$ cat src/rtl/arp_pkg.sv
// Shared ARP decode constants, FSM/error enumerations and helpers.
// Byte offsets count wire bytes from the first byte of the ARP payload.
package arp_pkg;

    localparam int ARP_LEN = 28;

    localparam int OFF_HTYPE = 0;
    localparam int OFF_PTYPE = 2;
    localparam int OFF_HLEN  = 4;
    localparam int OFF_PLEN  = 5;
    localparam int OFF_OPER  = 6;
    localparam int OFF_SHA   = 8;
    localparam int OFF_SPA   = 14;
    localparam int OFF_THA   = 18;
    localparam int OFF_TPA   = 24;

    localparam logic [15:0] HTYPE_ETH  = 16'h0001;
    localparam logic [15:0] PTYPE_IPV4 = 16'h0800;
    localparam logic [7:0]  HLEN_ETH   = 8'd6;
    localparam logic [7:0]  PLEN_IPV4  = 8'd4;
    localparam logic [15:0] OPER_REQ   = 16'h0001;
    localparam logic [15:0] OPER_REP   = 16'h0002;

    typedef enum logic [1:0] {
        ERR_SHORT  = 2'd0,
        ERR_HEADER = 2'd1,
        ERR_ABORT  = 2'd2,
        ERR_TARGET = 2'd3
    } arp_err_e;

    typedef enum logic [1:0] {
        S_IDLE,
        S_CAPTURE,
        S_DRAIN
    } arp_state_e;

    function automatic int empty_width(input int dw);
        return (dw <= 16) ? 1 : $clog2(dw / 8);
    endfunction

    function automatic logic hdr_ok(
        input logic [15:0] ht,
        input logic [15:0] pt,
        input logic [7:0]  hl,
        input logic [7:0]  pl,
        input logic [15:0] op
    );
        return (ht == HTYPE_ETH) && (pt == PTYPE_IPV4) &&
               (hl == HLEN_ETH) && (pl == PLEN_IPV4) &&
               ((op == OPER_REQ) || (op == OPER_REP));
    endfunction

endpackage

$ cat src/rtl/arp_decode_stream_if.sv
// Framed input stream carrying the ARP payload (MS byte first).
// master drives data_in/valid/sop/eop/empty, slave receives them.
interface arp_decode_stream_if
    import arp_pkg::*;
#(
    parameter int DATA_WIDTH = 8
);
    localparam int EW = empty_width(DATA_WIDTH);

    logic [DATA_WIDTH-1:0] data_in;
    logic                  data_in_valid;
    logic                  data_in_sop;
    logic                  data_in_eop;
    logic [EW-1:0]         data_in_empty;

    modport master (
        output data_in,
        output data_in_valid,
        output data_in_sop,
        output data_in_eop,
        output data_in_empty
    );

    modport slave (
        input data_in,
        input data_in_valid,
        input data_in_sop,
        input data_in_eop,
        input data_in_empty
    );
endinterface

$ cat src/rtl/arp_byte_lane_writer.sv
// Places the valid bytes of one input word into the 28-byte staging
// image at the current byte counter; in: stage_q/data/base/nbytes/en, out: stage_d.
module arp_byte_lane_writer
    import arp_pkg::*;
#(
    parameter int DATA_WIDTH = 8,
    parameter int CW         = 6
) (
    input  logic [ARP_LEN*8-1:0]  stage_q,
    input  logic [DATA_WIDTH-1:0] data,
    input  logic [CW-1:0]         base,
    input  logic [3:0]            nbytes,
    input  logic                  en,
    output logic [ARP_LEN*8-1:0]  stage_d
);
    localparam int NB  = DATA_WIDTH / 8;
    localparam int TOP = ARP_LEN * 8 - 1;

    // Wire byte p lives at bits [TOP-8p -: 8]; bytes past 27 fall off.
    always_comb begin
        stage_d = stage_q;
        for (int p = 0; p < ARP_LEN; p++) begin
            for (int k = 0; k < NB; k++) begin
                if (en && (k < int'(nbytes)) &&
                    (int'(base) + k == p)) begin
                    stage_d[TOP-8*p -: 8] =
                        data[DATA_WIDTH-1-8*k -: 8];
                end
            end
        end
    end
endmodule

$ cat src/rtl/arp_decode_stream.sv
// ARP payload decoder: captures bytes 0..27 of a framed stream, checks the
// header and publishes fields with a decode_valid/decode_error pulse.
// Ports: clk, reset_n, rx (stream slave), local_ip, field outputs,
// decode_valid, decode_error, error_code.
// Build option: ARP_TARGET_FILTER_EN accepts only TPA == local_ip.
module arp_decode_stream
    import arp_pkg::*;
#(
    parameter int DATA_WIDTH = 8,
    parameter int MAC_SIZE   = 48,
    parameter int IP_SIZE    = 32
) (
    input  logic                clk,
    input  logic                reset_n,
    arp_decode_stream_if.slave  rx,
    input  logic [IP_SIZE-1:0]  local_ip,
    output logic [15:0]         hardware_type,
    output logic [15:0]         protocol_type,
    output logic [7:0]          hardware_len,
    output logic [7:0]          protocol_len,
    output logic [15:0]         operation,
    output logic [MAC_SIZE-1:0] sender_hardware_address,
    output logic [IP_SIZE-1:0]  sender_protocol_address,
    output logic [MAC_SIZE-1:0] target_hardware_address,
    output logic [IP_SIZE-1:0]  target_protocol_address,
    output logic                decode_valid,
    output logic                decode_error,
    output logic [1:0]          error_code
);
    localparam int NB  = DATA_WIDTH / 8;
    localparam int CW  = 6;
    localparam int SW  = ARP_LEN * 8;
    localparam int TOP = SW - 1;

    arp_state_e     state_q, state_d;
    logic [CW-1:0]  cnt_q, cnt_d;
    logic [SW-1:0]  stage_q, stage_d;
    logic [3:0]     nbytes;
    logic           wr_en;
    logic [CW-1:0]  wr_base;
    logic           fin;
    logic           abort;

    assign nbytes = rx.data_in_eop ?
                    4'(NB) - 4'(rx.data_in_empty) : 4'(NB);

    arp_byte_lane_writer #(
        .DATA_WIDTH (DATA_WIDTH),
        .CW         (CW)
    ) u_writer (
        .stage_q (stage_q),
        .data    (rx.data_in),
        .base    (wr_base),
        .nbytes  (nbytes),
        .en      (wr_en),
        .stage_d (stage_d)
    );

    // A sop always restarts at byte 0; outside IDLE it also aborts the
    // frame in flight, and that abort outranks an eop on the same word.
    always_comb begin
        state_d = state_q;
        cnt_d   = cnt_q;
        wr_en   = 1'b0;
        wr_base = cnt_q;
        fin     = 1'b0;
        abort   = 1'b0;
        if (rx.data_in_valid) begin
            if (rx.data_in_sop) begin
                abort   = (state_q != S_IDLE);
                wr_en   = 1'b1;
                wr_base = '0;
                cnt_d   = CW'(nbytes);
            end else if (state_q == S_CAPTURE) begin
                wr_en = 1'b1;
                cnt_d = cnt_q + CW'(nbytes);
            end
            if (rx.data_in_sop || (state_q != S_IDLE)) begin
                if (rx.data_in_eop) begin
                    fin     = !abort;
                    state_d = S_IDLE;
                end else if (cnt_d >= CW'(ARP_LEN)) begin
                    state_d = S_DRAIN;
                end else begin
                    state_d = S_CAPTURE;
                end
            end
        end
    end

    // Checks look at stage_d so the eop word's own bytes are included.
    logic [15:0] f_htype, f_ptype, f_oper;
    logic [7:0]  f_hlen, f_plen;
    logic [47:0] f_sha, f_tha;
    logic [31:0] f_spa, f_tpa;

    assign f_htype = stage_d[TOP-8*OFF_HTYPE -: 16];
    assign f_ptype = stage_d[TOP-8*OFF_PTYPE -: 16];
    assign f_hlen  = stage_d[TOP-8*OFF_HLEN  -: 8];
    assign f_plen  = stage_d[TOP-8*OFF_PLEN  -: 8];
    assign f_oper  = stage_d[TOP-8*OFF_OPER  -: 16];
    assign f_sha   = stage_d[TOP-8*OFF_SHA   -: 48];
    assign f_spa   = stage_d[TOP-8*OFF_SPA   -: 32];
    assign f_tha   = stage_d[TOP-8*OFF_THA   -: 48];
    assign f_tpa   = stage_d[TOP-8*OFF_TPA   -: 32];

    logic short_pkt;
    logic hdr_good;
    logic tgt_ok;
    logic good;
    logic err;
    arp_err_e code;

    assign short_pkt = (cnt_d < CW'(ARP_LEN));
    assign hdr_good  = hdr_ok(f_htype, f_ptype, f_hlen,
                              f_plen, f_oper);

`ifdef ARP_TARGET_FILTER_EN
    assign tgt_ok = (IP_SIZE'(f_tpa) == local_ip);
`else
    logic unused_local_ip;
    assign unused_local_ip = ^local_ip;
    assign tgt_ok = 1'b1;
`endif

    assign good = fin && !short_pkt && hdr_good && tgt_ok;
    assign err  = abort || (fin && !good);

    always_comb begin
        code = ERR_TARGET;
        if (abort)          code = ERR_ABORT;
        else if (short_pkt) code = ERR_SHORT;
        else if (!hdr_good) code = ERR_HEADER;
    end

    always_ff @(posedge clk or negedge reset_n) begin
        if (!reset_n) begin
            state_q                 <= S_IDLE;
            cnt_q                   <= '0;
            stage_q                 <= '0;
            decode_valid            <= 1'b0;
            decode_error            <= 1'b0;
            error_code              <= '0;
            hardware_type           <= '0;
            protocol_type           <= '0;
            hardware_len            <= '0;
            protocol_len            <= '0;
            operation               <= '0;
            sender_hardware_address <= '0;
            sender_protocol_address <= '0;
            target_hardware_address <= '0;
            target_protocol_address <= '0;
        end else begin
            state_q      <= state_d;
            cnt_q        <= cnt_d;
            stage_q      <= stage_d;
            decode_valid <= good;
            decode_error <= err;
            error_code   <= err ? code : ERR_SHORT;
            if (good) begin
                hardware_type           <= f_htype;
                protocol_type           <= f_ptype;
                hardware_len            <= f_hlen;
                protocol_len            <= f_plen;
                operation               <= f_oper;
                sender_hardware_address <= MAC_SIZE'(f_sha);
                sender_protocol_address <= IP_SIZE'(f_spa);
                target_hardware_address <= MAC_SIZE'(f_tha);
                target_protocol_address <= IP_SIZE'(f_tpa);
            end
        end
    end
endmodule
$ cat src/flat_wrapper.sv
// flat-port wrapper written by rule: the top's interface ports become plain ports
module arp_decode_stream_flat import arp_pkg::*;
#(
    parameter int DATA_WIDTH = 8,
    parameter int MAC_SIZE   = 48,
    parameter int IP_SIZE    = 32
)
  (clk, reset_n, local_ip, hardware_type, protocol_type, hardware_len, protocol_len, operation, sender_hardware_address, sender_protocol_address, target_hardware_address, target_protocol_address, decode_valid, decode_error, error_code, rx_data_in, rx_data_in_valid, rx_data_in_sop, rx_data_in_eop, rx_data_in_empty);
  arp_decode_stream_if #(.DATA_WIDTH(DATA_WIDTH)) rx_i ();
  input  logic clk;
  input  logic reset_n;
  input  logic [IP_SIZE-1:0] local_ip;
  output logic [15:0] hardware_type;
  output logic [15:0] protocol_type;
  output logic [7:0] hardware_len;
  output logic [7:0] protocol_len;
  output logic [15:0] operation;
  output logic [MAC_SIZE-1:0] sender_hardware_address;
  output logic [IP_SIZE-1:0] sender_protocol_address;
  output logic [MAC_SIZE-1:0] target_hardware_address;
  output logic [IP_SIZE-1:0] target_protocol_address;
  output logic decode_valid;
  output logic decode_error;
  output logic [1:0] error_code;
  input wire logic [$bits(rx_i.data_in)-1:0] rx_data_in;
  input wire logic [$bits(rx_i.data_in_valid)-1:0] rx_data_in_valid;
  input wire logic [$bits(rx_i.data_in_sop)-1:0] rx_data_in_sop;
  input wire logic [$bits(rx_i.data_in_eop)-1:0] rx_data_in_eop;
  input wire logic [$bits(rx_i.data_in_empty)-1:0] rx_data_in_empty;
  assign rx_i.data_in = rx_data_in;
  assign rx_i.data_in_valid = rx_data_in_valid;
  assign rx_i.data_in_sop = rx_data_in_sop;
  assign rx_i.data_in_eop = rx_data_in_eop;
  assign rx_i.data_in_empty = rx_data_in_empty;
  arp_decode_stream #(.DATA_WIDTH(DATA_WIDTH), .MAC_SIZE(MAC_SIZE), .IP_SIZE(IP_SIZE)) u_core (.clk(clk), .reset_n(reset_n), .rx(rx_i), .local_ip(local_ip), .hardware_type(hardware_type), .protocol_type(protocol_type), .hardware_len(hardware_len), .protocol_len(protocol_len), .operation(operation), .sender_hardware_address(sender_hardware_address), .sender_protocol_address(sender_protocol_address), .target_hardware_address(target_hardware_address), .target_protocol_address(target_protocol_address), .decode_valid(decode_valid), .decode_error(decode_error), .error_code(error_code));
endmodule
$ cat config.mk
export PLATFORM = sky130hd
export DESIGN_NAME = arp_decode_stream_flat
export DESIGN_NICKNAME = d
export VERILOG_FILES = /design/src/rtl/arp_pkg.sv /design/src/rtl/arp_decode_stream_if.sv /design/src/rtl/arp_byte_lane_writer.sv /design/src/rtl/arp_decode_stream.sv /design/src/flat_wrapper.sv
export SDC_FILE = /design/constraint.sdc
export NUM_CORES = 1
export LEC_CHECK = 0
export ABC_CLOCK_PERIOD_IN_PS = 5600
export BUFFER_PORTS_ARGS = -buffer_cell sky130_fd_sc_hd__buf_2
export CORE_MARGIN = 4
export CORE_UTILIZATION = 35
export CTS_CLUSTER_SIZE = 10
export DETAILED_ROUTE_END_ITERATION = 10
export MAX_ROUTING_LAYER = met4
export SLEW_MARGIN = 10
export SYNTH_ARGS = -nofsm -noshare
export SYNTH_HDL_FRONTEND = slang
export SYNTH_SLANG_ARGS = --single-unit
$ cat constraint.sdc
create_clock -name clk -period 5.6 [get_ports clk]
set_clock_uncertainty 0.15 [all_clocks]
set_input_delay 1.68 -clock clk [delete_from_list [all_inputs] [get_ports clk]]
set_output_delay 1.68 -clock clk [all_outputs]
set_load 0.05 [all_outputs]
**After elaboration in Yosys (flattened, before gate mapping)**

Index checks and enable logic that the tools add are counted.

- Add/subtract/negate cells: 2
- Equal/unequal tests: 34
- Magnitude comparators: 3
- Mux-type cells: 50
- Reductions and logical operators: 45

Operators with widths:

| operator | count |
|---|---|
| 8-bit 2-to-1 mux | 28 |
| 6-bit equality test (second input constant) | 12 |
| 6-bit by 5-bit equality test with 1-bit output (second input constant) | 8 |
| 1-bit logical AND | 36 |
| 6-bit 2-to-1 mux | 6 |
| 16-bit by 1-bit equality test with 1-bit output (second input constant) | 2 |
| 32-bit logical NOT | 1 |
| 6-bit by 4-bit equality test with 1-bit output (second input constant) | 4 |
| 16-bit by 12-bit equality test with 1-bit output (second input constant) | 1 |
| 16-bit by 2-bit equality test with 1-bit output (second input constant) | 1 |
| 8-bit by 3-bit equality test with 1-bit output (second input constant) | 2 |
| 6-bit by 3-bit equality test with 1-bit output (second input constant) | 2 |
| 2-bit 2-to-1 mux | 6 |
| 1-bit 2-to-1 mux | 9 |
| 6-bit by 4-bit adder with 6-bit output | 1 |
| 6-bit by 2-bit equality test with 1-bit output (second input constant) | 1 |
| 6-bit by 5-bit greater-or-equal comparator with 1-bit output (second input constant) | 1 |
| 6-bit by 5-bit less-than comparator with 1-bit output (second input constant) | 1 |
| 1-bit by 4-bit less-than comparator with 1-bit output (first input constant) | 1 |
| 4-bit 2-to-1 mux | 1 |
| 1-bit logical NOT | 3 |
| 1-bit logical OR | 3 |
| 2-bit by 1-bit equality test with 1-bit output (second input constant) | 1 |
| 2-bit AND reduction | 1 |
| 2 further kinds | 2 |

- Output and inout bits: 228
- Register bits after elaboration: 460

**Logic depth before layout (Yosys ltp)**

Gate-level depths: netlist of run 1.

- Depth in word-level cells: 17
- Depth in mapped cells: 14

**Cells and area by module**

Synthesis of run 1 repeated with hierarchy kept, for this count alone.

- Cells, all modules: 1,112
- Area, all modules: 17,837.1 µm²

By module, submodules not included:

| module | area each (µm²) | instances | cells each | seq. area each (µm²) |
|---|---|---|---|---|
| arp_decode_stream | 14,460.1 | 1 | 804 | 11,511.0 |
| arp_byte_lane_writer | 3,377.0 | 1 | 308 | 0.0 |

**Least setup slack after synthesis of run 1**

OpenSTA, ideal clock, no wires.

- Path type: input to register
- Start: input rx_data_in_valid
- End: register u_core.target_protocol_address[25]
- Cell stages on the path: 13
- Setup time: 0.127 ns
- Path slack: 0.397 ns
- Data arrival time: 4.926 ns
- Data required time: 5.323 ns
- Cell sequence: buf_2 -> nand2_1 -> nand3b_1 -> buf_2 -> nor2_1 -> mux2_2 -> or4_1 -> or4_1 -> nor4_1 -> buf_4 -> buf_8 -> buf_6 -> mux2_1

- Longest elaborated chain between the ends: 10

RTL lines:

| item | line | RTL |
|---|---|---|
| start, declared | flat_wrapper.sv:26 | `input wire logic [$bits(rx_i.data_in_valid)-1:0] rx_data_in_valid;` |
| 6-bit 2-to-1 mux or 1-bit 2-to-1 mux (tied branches) | arp_decode_stream.sv:68 | `if (rx.data_in_valid) begin` |
| 6-bit by 3-bit equality test with 1-bit output or 1-bit logical AND (tied branches) | arp_byte_lane_writer.sv:25, arp_byte_lane_writer.sv:24 |  |
| 1-bit logical AND * | arp_byte_lane_writer.sv:24 | `if (en && (k < int'(nbytes)) &&` |
| 8-bit 2-to-1 mux * | arp_byte_lane_writer.sv:24 |  |
| via u_core.stage_d[207] | arp_decode_stream.sv:37 | `logic [SW-1:0] stage_q, stage_d;` |
| 16-bit by 12-bit equality test with 1-bit output * | arp_pkg.sv:48 | `return (ht == HTYPE_ETH) && (pt == PTYPE_IPV4) &&` |
| 1-bit logical AND * (2 in series) | arp_pkg.sv:48 |  |
| 1-bit logical AND * (2 in series) | arp_pkg.sv:49 | `(hl == HLEN_ETH) && (pl == PLEN_IPV4) &&` |
| 1-bit logical AND * | arp_decode_stream.sv:126 | `assign good = fin && !short_pkt && hdr_good && tgt_ok;` |
| end signal, assigned | arp_decode_stream.sv:169 | `target_protocol_address <= IP_SIZE'(f_tpa);` |
| end, declared | arp_decode_stream.sv:25 | `output logic [IP_SIZE-1:0] target_protocol_address,` |

The timed path passes the listed nets; every way through them passes the cells marked *.
A chain may end at the register's enable or synchronous reset.

**Worst setup path after layout of run 1**

- Start: input rx_data_in_valid
- End: register u_core.sender_hardware_address[11]

RTL lines:

| item | line | RTL |
|---|---|---|
| 6-bit 2-to-1 mux or 1-bit 2-to-1 mux (tied branches) | arp_decode_stream.sv:68 |  |
| 6-bit by 4-bit equality test with 1-bit output or 1-bit logical AND (tied branches) | arp_byte_lane_writer.sv:25, arp_byte_lane_writer.sv:24 |  |
| 1-bit logical AND * | arp_byte_lane_writer.sv:24 |  |
| 8-bit 2-to-1 mux * | arp_byte_lane_writer.sv:24 |  |
| via u_core.stage_d[166] | arp_decode_stream.sv:37 |  |
| 16-bit by 1-bit equality test with 1-bit output or 16-bit by 2-bit equality test with 1-bit output (tied branches) | arp_pkg.sv:50 | `((op == OPER_REQ) \|\| (op == OPER_REP));` |
| 1-bit logical OR * | arp_pkg.sv:50 |  |
| 1-bit logical AND * | arp_pkg.sv:49 |  |
| 1-bit logical AND * | arp_decode_stream.sv:126 |  |
| end signal, assigned | arp_decode_stream.sv:166 | `sender_hardware_address <= MAC_SIZE'(f_sha);` |
| end, declared | arp_decode_stream.sv:22 | `output logic [MAC_SIZE-1:0] sender_hardware_address,` |

Marks and branches as above.

==> reports/results.tsv, run 1 <==
metric	value	unit
yosysTopAreaCell	dfrtp_1	
r2r_slack	1.27	ns
layout_commonest_cell	dfrtp_1	
fmax	0.202	GHz
cts.clk_slew.worst_paths	0.06	ns
rows	82	
core_area	50400	um2
cellLeakagePower	11.5	nW
place_inst	2109	
ys_async_sr_fraction	1.00	
r2r-end	u_core.sender_hardware_address[11]	
reg2reg_depth	10	
status	complete, no violations	
post_cts_buffers	0	
final_util	0.429	
fillerInstances	4590	
via_per_inst	4.86	
final_cell_mix	460 x dfrtp_1, 297 x mux2_2, 240 x buf_2	
htreeDepth	2	
grt_max_degree	112	
max-clock-path-buffers	3	
fin_tns_setup	0	ns
syn_avg_cell_area	14.9	um2
crit_type	input port to flop	
arrival	5.27	ns
p_per_area	336	nW/um2
ant_nets	0	
io_pins	274	
synth.area.top_cells	dfrtp_1 64%, mux2_2 19%, mux2_1 4.8%	
finalCritPeriodShare	0.886	
grt_pass1_vias	11300	
drive_gt1_frac	0.453	
setup_viol	0	
cts_sinks	460	
ys_ff_latch	460	
cts_buffers	53	
syn_inst	1204	
ctsHoldBuffers	0	
overflow	0	
syn-cell-area	17900	um2
cts_tree	done	
min-delay-start	u_core.protocol_len[2]	
drt-total-wl	44.0	mm
antenna_found_initial	0	
rr_startpoint	u_core.cnt_q[2]	
grt_setup_unrepaired	false	
area_delta_synth_final	20.6	%
grt.total_usage	0.166	
dieArea	54800	um2
ctsResizeCount	0	
gp_congestion	0.905	
grt_pass1_wl	68.4	mm
path_max_fanout	37	
finalMaxSlewViolations	0	
layout.cells.non_filler	2177	
pwr-share-comb	0.079	
synth_fp_nets	1252	
portBuffers	241	
hp-class	flop to flop	
power.switching	1.68	mW
p_clk_frac	0.422	
start_util	0.355	
startpoint_type	input port	
cts_root_buf	clkbuf_16	
power_frac_seq	0.499	
num_vias	10600	
dr.first_iter.drc_count	700	
synth-main-ff-cell	dfrtp_1	
hold_depth	1	
worstMarginPinSlew	1.00	ns
netSwitchingFraction	0.232	
end_kind	flop	
dp.final_hpwl	28.7	mm
crit_start	rx_data_in_valid	
die_y	234	um
synth_enable_flop_cells	0	
floorplan.die.width	234	um
yosys.area.top_type_share	0.643	
period_needed	4.96	ns
clk_latency	0.59	ns
route.detailed.drc	0	
ys.warnings.count	0	
drt_first_pass_iters	4	
hold_violations	0	
vdd_drop_max	226	uV
required	5.91	ns
slew_headroom	0.333	
routedWlPerCell	20.2	um
nets	1540	
intPower	5.56	mW
hold_end	u_core.protocol_len[2]	
ys_seq_area_frac	0.643	
synth_cell_types	61	
cap_violations	0	
[critical path, cell delays in order]
cell and delay (ns):
buf_2 0.17, nand2_1 0.21, nand3_1 0.20, nor3_2 0.31
buf_4 0.24, mux2_2 0.36, or2_2 0.33, or4_1 0.49
nor4_2 0.35, buf_4 0.28, buf_12 0.25, mux2_2 0.37
[how the worst max path moves through the flow]
| stage | cells after the start | slack (ns) | endpoint |
|---|---|---|---|
| 6_report | 12 | 0.64 | u_core.sender_hardware_address[11] |
| 5_1_grt | 12 | 0.46 | u_core.sender_hardware_address[11] |
| 4_1_cts | 12 | 0.70 | u_core.sender_protocol_address[21] |
| 3_5_place_dp | 12 | 0.1 | u_core.sender_protocol_address[21] |
| 3_3_place_gp | 11 | 0.1 | u_core.sender_protocol_address[29] |
| 2_1_floorplan | 13 | 0.40 | u_core.target_protocol_address[25] |
[cells in the mapped netlist (11+ instances only)]
cell,number
mux2_2,297
nand2_1,29
nor3_1,11
dfrtp_1,460
a21oi_1,11
mux2_1,76
buf_2,15
nor2_1,47
clkbuf_1,35
nor4_1,15
or2_2,13
mux2i_1,14
nor2b_1,59
inv_1,12
o21ai_0,17
[cell families after synthesis]
family | Yosys count | synth area share
adder cells (fa/ha/maj) | 2 | 0.00140
buffers and inverters | 82 | 0.0254
flip-flops | 460 | 0.643
AO/OA/AOI/OAI | 54 | 0.0197
AND/OR/NAND/NOR | 216 | 0.0667
multiplexers | 387 | 0.242
XOR/XNOR | 3 | 0.00147
[sequential cells by signal (all words and copies together) (netlist names), 16 cells and up]
signal,count
u_core.stage_q,224
u_core.sender_hardware_address,48
u_core.target_hardware_address,48
u_core.sender_protocol_address,32
u_core.target_protocol_address,32
u_core.hardware_type,16
u_core.operation,16
u_core.protocol_type,16
[per-stage QoR]
stage	power (mW)	area, um2	hold slack (ns)	setup WS, ns
after floorplan	4.02	17900	0.297	0.397
after global placement	4.22	20100	0.296	0.0955
after detailed placement	4.25	20100	0.296	0.0950
after CTS	7.35	21600	0.310	0.703
after global routing	7.56	21600	0.328	0.457
final	7.24	21600	0.307	0.639
[area by class of cell]
cell class	instances	area (um2)	area share
Sequential cell	460	11500	0.533
Multi-Input combinational cell	662	5940	0.275
Timing Repair Buffer	303	1780	0.0825
Clock buffer	62	1410	0.0654
Tap cell	672	841	0.0389
Clock inverter	4	51.3	0.00238
Inverter	12	45.0	0.00209
Antenna cell	2	5.00	0.000232
[power groups by stage]
stage	combinational (mW)	clock, mW	sequential [mW]
after floorplan	0.374	0	3.64
after detailed placement	0.577	0	3.67
after global placement	0.564	0	3.66
final	0.573	3.06	3.61
after CTS	0.579	3.16	3.61
after global routing	0.642	3.29	3.63
[per-layer routing]
metal,vias up,track usage,share of wire
li1,4746,-,-
met1,5502,0.221,0.45
met2,236,0.250,0.47
met3,88,0.0443,0.056
met4,0,0.0535,0.031
met5,-,-,0
Power figures use the tool's default switching activity.
==> run 2, diff against run 1 <==
- MAX_ROUTING_LAYER: met4 -> unset
==> run 2 against run 1 <==
Clock power about the same. Sequential power about the same. Die area unchanged. Critical path type unchanged. Via count about the same. Non-clock buffer count unchanged. Register-to-register slack about the same.
==> reports/results.tsv, run 2 (synthesized netlist as in run 1, its figures left out) <==
metric	value	unit
grt.total_usage	0.161	
antenna_found_initial	0	
nets	1540	
fin_ws	0.615	ns
final_util	0.429	
min-delay-start	u_core.protocol_len[2]	
p_per_area	335	nW/um2
post_cts_buffers	0	
htreeDepth	2	
grt_pass1_vias	11400	
dieArea	54800	um2
fin_tns_setup	0	ns
area_delta_synth_final	20.6	%
p_clk_frac	0.422	
end_kind	flop	
dr.first_iter.drc_count	703	
largest_registers	u_core.stage_q x224, u_core.sender_hardware_address x48, u_core.target_hardware_address x48	
die_y	234	um
floorplan.die.width	234	um
power.switching	1.68	mW
r2r-end	u_core.sender_hardware_address[11]	
netSwitchingFraction	0.232	
worstMarginPinSlew	1.05	ns
holdWs	0.307	ns
ctsHoldBuffers	0	
finalCritPeriodShare	0.890	
vdd_drop_max	226	uV
dp.final_hpwl	28.7	mm
cts_buffers	53	
regMostFlops	u_core.stage_q	
routedWlPerCell	20.2	um
finalMaxSlewViolations	0	
grt_setup_unrepaired	false	
drt_first_pass_iters	5	
path_max_fanout	37	
period_needed	4.99	ns
cap_violations	0	
core_area	50400	um2
overflow	0	
pwr-share-comb	0.079	
cellLeakagePower	11.5	nW
hold_depth	1	
largest_reg_flops	224	
power_frac_seq	0.499	
route.detailed.drc	0	
hold_end	u_core.protocol_len[2]	
reg2reg_depth	10	
via_per_inst	4.86	
num_vias	10600	
slew_headroom	0.299	
fillerInstances	4590	
cts_tree	done	
intPower	5.56	mW
gp_congestion	0.890	
startpoint_type	input port	
status	complete, no violations	
ant_nets	0	
cts_sinks	460	
start_util	0.355	
grt_max_degree	112	
drive_gt1_frac	0.453	
rows	82	
hp-class	flop to flop	
required	5.91	ns
clk_latency	0.59	ns
cts_root_buf	clkbuf_16	
rr_startpoint	u_core.cnt_q[3]	
arrival	5.30	ns
place_ws	0.0950	ns
r2r_slack	1.26	ns
ctsResizeCount	0	
fmax	0.201	GHz
drt-total-wl	44.0	mm
hold_violations	0	
final_cell_mix	460 x dfrtp_1, 297 x mux2_2, 240 x buf_2	
cts.clk_slew.worst_paths	0.06	ns
setup_viol	0	
portBuffers	241	
max-clock-path-buffers	3	
layout_commonest_cell	dfrtp_1	
io_pins	274	
grt_pass1_wl	68.4	mm
crit_type	input port to flop	
==> run 2: layer usage <==
metal | GRT usage | wire length (um) | up-vias
li1 | - | - | 4739
met4 | 0.0535 | 1360 | 0
met3 | 0.0452 | 2600 | 83
met2 | 0.250 | 20500 | 241
met1 | 0.219 | 19500 | 5516
met5 | 0 | 0 | -
==> run 2: worst max path at each step <==
stage,endpoint,from,depth (start not counted)
finish,u_core.sender_hardware_address[11],rx_data_in_valid,12
global route,u_core.sender_hardware_address[11],rx_data_in_valid,12
CTS,u_core.sender_protocol_address[21],rx_data_in_valid,12
detailed placement,u_core.sender_protocol_address[21],rx_data_in_valid,12
global placement,u_core.sender_protocol_address[29],rx_data_in_empty,11
floorplan,u_core.target_protocol_address[25],rx_data_in_valid,13
==> run 2: area by class of cell <==
class	instances	area [um2]	area share
clock inverters	4	51.3	0.00238
diodes	2	5.00	0.000232
well taps	672	841	0.0389
repair buffers	303	1780	0.0825
clock buffers	62	1410	0.0654
flip-flops and latches	460	11500	0.533
multi-input cells	662	5940	0.275
inverters	12	45.0	0.00209
==> run 2: per-stage QoR <==
| stage | instances | area [um2] | power (mW) |
|---|---|---|---|
| final | 2177 | 21600 | 7.24 |
| after global routing | 2175 | 21600 | 7.56 |
| after CTS | 2175 | 21600 | 7.35 |
| after detailed placement | 2109 | 20100 | 4.25 |
| after global placement | 2109 | 20100 | 4.22 |
| after floorplan | 1204 | 17900 | 4.02 |
==> run 2: critical path, stage by stage <==
cell and delay [ns]:
buf_2 0.17, nand2_1 0.21, nand3_1 0.20, nor3_2 0.32, buf_4 0.25, mux2_2 0.36
or2_2 0.33, or4_1 0.49, nor4_2 0.35, buf_4 0.28, buf_12 0.25, mux2_2 0.37
==> run 2: power groups by stage <==
| stage | Combinational [mW] | Sequential, mW | Clock (mW) |
|---|---|---|---|
| final | 0.575 | 3.61 | 3.05 |
| after global routing | 0.642 | 3.63 | 3.28 |
| after CTS | 0.579 | 3.61 | 3.16 |
| after detailed placement | 0.577 | 3.67 | 0 |
| after global placement | 0.564 | 3.66 | 0 |
| after floorplan | 0.374 | 3.64 | 0 |
==> run 3, diff against run 2 <==
- ABC_AREA: unset -> 1
==> run 3 against run 2 <==
Critical path depth rose by 3. Highest routed layer is now met5. Sequential share of layout area rose by 0.20 points. Largest cell class unchanged. Non-clock buffer count fell by 37. Final cell count rose by 35%. First-iteration DRC count rose by 74%.
==> reports/results.tsv, run 3 <==
metric	value	unit
status	complete, no violations	
syn_avg_cell_area	8.94	um2
num_vias	14100	
fillerInstances	5068	
synth.area.top_cells	dfrtp_1 63%, nand2_1 16%, o21ai_0 5.1%	
drt_first_pass_iters	6	
hold_violations	0	
cts_root_buf	clkbuf_16	
io_pins	274	
finalCritPeriodShare	0.802	
finalMaxSlewViolations	0	
ys_seq_area_frac	0.631	
yosysTopAreaCell	dfrtp_1	
cap_violations	0	
routedWlPerCell	16.9	um
p_clk_frac	0.421	
dieArea	55800	um2
nets	2295	
rows	83	
intPower	5.49	mW
cp_slowest_stage_delay	0.65	ns
slew_headroom	0.287	
pwr-share-comb	0.087	
finalPower	7.26	mW
layout_commonest_cell	nand2_1	
regArea	11500	um2
final_cell_mix	763 x nand2_1, 460 x dfrtp_1, 240 x buf_2	
end_kind	flop	
synth-main-ff-cell	dfrtp_1	
area_delta_synth_final	18.0	%
synth_cell_types	30	
cp_top_family	simple AND/OR/NAND/NOR gates	
final_util	0.418	
grt_setup_unrepaired	false	
grt_pass1_wl	79.1	mm
cellLeakagePower	11.7	nW
ys.warnings.count	0	
dr.first_iter.drc_count	1225	
ctsResizeCount	0	
path_max_fanout	95	
multi_input_area	5610	um2
arrival	4.81	ns
regMostFlops	u_core.stage_q	
required	5.92	ns
p_per_area	338	nW/um2
crit_path_frequent_cell	nand2_1	
ctsHoldBuffers	0	
antenna_cells	0	
htreeDepth	2	
grt_max_degree	114	
cts.clk_slew.worst_paths	0.05	ns
crit_path_cell_trace	buf_2 -> nand2_2 -> o21ai_2 -> nand3_2 -> nor2_2 -> nand2_1 -> o21ai_1 -> nand2_1 -> nor2_1 -> nand3_1 -> nor2_1 -> nand3_4 -> buf_12 -> nand2_1 -> nand2_1	
drive_gt1_frac	0.151	
power_frac_seq	0.492	
largest_registers	u_core.stage_q x224, u_core.sender_hardware_address x48, u_core.target_hardware_address x48	
die_y	236	um
power.switching	1.77	mW
synth_most_common_cell	nand2_1	
vdd_drop_max	202	uV
fin_tns_setup	0	ns
synth_commonest_cells	763 x nand2_1, 460 x dfrtp_1, 186 x o21ai_0	
grt_pass1_vias	14000	
gp_congestion	0.874	
setup_viol	0	
largest_reg_flops	224	
cts_buffers	53	
overflow	0	
hp-class	flop to flop	
core_area	51400	um2
ys_async_sr_fraction	1.00	
cts_tree	done	
syn-cell-area	18200	um2
start_util	0.355	
post_cts_buffers	0	
antenna_found_initial	1	
period_needed	4.49	ns
grt.total_usage	0.175	
synth_fp_nets	2087	
fmax	0.223	GHz
floorplan.die.width	236	um
worstMarginPinSlew	1.07	ns
ant_nets	0	
via_per_inst	4.80	
ys_ff_latch	460	
crit_type	input port to flop	
yosys.area.top_type_share	0.631	
syn_inst	2039	
slowest_stage	nor2_2	
startpoint_type	input port	
drt-total-wl	49.6	mm
dp.final_hpwl	31.1	mm
netSwitchingFraction	0.243	
route.detailed.drc	0	
synth_enable_flop_cells	0	
max-clock-path-buffers	3	
cts_sinks	460	
portBuffers	241	
clk_latency	0.58	ns
crit_buf_inv	2	
-- run 3: logic make-up (layout without fill, tap and decap cells) --
group | Yosys count | after routing | synth area share
compound gates | 222 | 222 | 0.0625
simple gates | 1097 | 1097 | 0.244
buf+inv | 258 | 478 | 0.0611
fa+ha+maj | 2 | 2 | 0.00137
flops | 460 | 460 | 0.631
-- run 3: area by class of cell --
type                       instances  share of cell area
sequential                       460               0.535
multi-input combinational       1321               0.261
timing repair buffer             266              0.0711
clock buffer                      63              0.0643
tap                              680              0.0396
inverter                         145              0.0253
clock inverter                     4             0.00361
-- run 3: metrics by stage --
stage	hold slack (ns)	area, um2	instances	setup slack [ns]
floorplan	0.289	18200	2039	1.69
global placement	0.295	20000	2872	0.656
detailed placement	0.299	20000	2872	0.595
CTS	0.313	21500	2939	1.21
global route	0.333	21500	2939	0.867
finish	0.309	21500	2939	1.11
-- run 3: metal layers --
| layer | up-vias | GRT usage | wire length, um |
|---|---|---|---|
| met5 | - | 0 | 13 |
| met4 | 2 | 0.0372 | 856 |
| li1 | 6786 | - | - |
| met3 | 69 | 0.0423 | 3270 |
| met1 | 6849 | 0.254 | 23500 |
| met2 | 402 | 0.271 | 21900 |
-- run 3: tightest hold or removal path: stages (launching register included) --
cell	delay, ns
dfrtp_1	0.34
inv_1	0.04
nand2_1	0.05
-- run 3: path summary, 6_finish.rpt --
check	to	start	slack, ns	cells past startpoint
max	u_core.target_hardware_address[0]	rx_data_in_valid	1.11	15
min	u_core.hardware_type[0]	u_core.hardware_type[0]	0.31	2
max reg2reg	u_core.target_hardware_address[0]	u_core.state_q[1]	1.99	15
min reg2reg	u_core.hardware_type[0]	u_core.hardware_type[0]	0.31	2
max in group asynchronous	u_core.sender_hardware_address[18]	reset_n	3.16	2
min in group asynchronous	u_core.hardware_len[2]	reset_n	0.98	1
-- run 3: power by group through the flow --
stage          clock (mW)  combinational (mW)  sequential, mW
2_1_floorplan           0               0.423            3.61
6_report             3.06               0.632            3.57
4_1_cts              3.16               0.637            3.57
3_5_place_dp            0               0.634            3.63
3_3_place_gp            0               0.617            3.62
5_1_grt              3.31               0.734            3.59
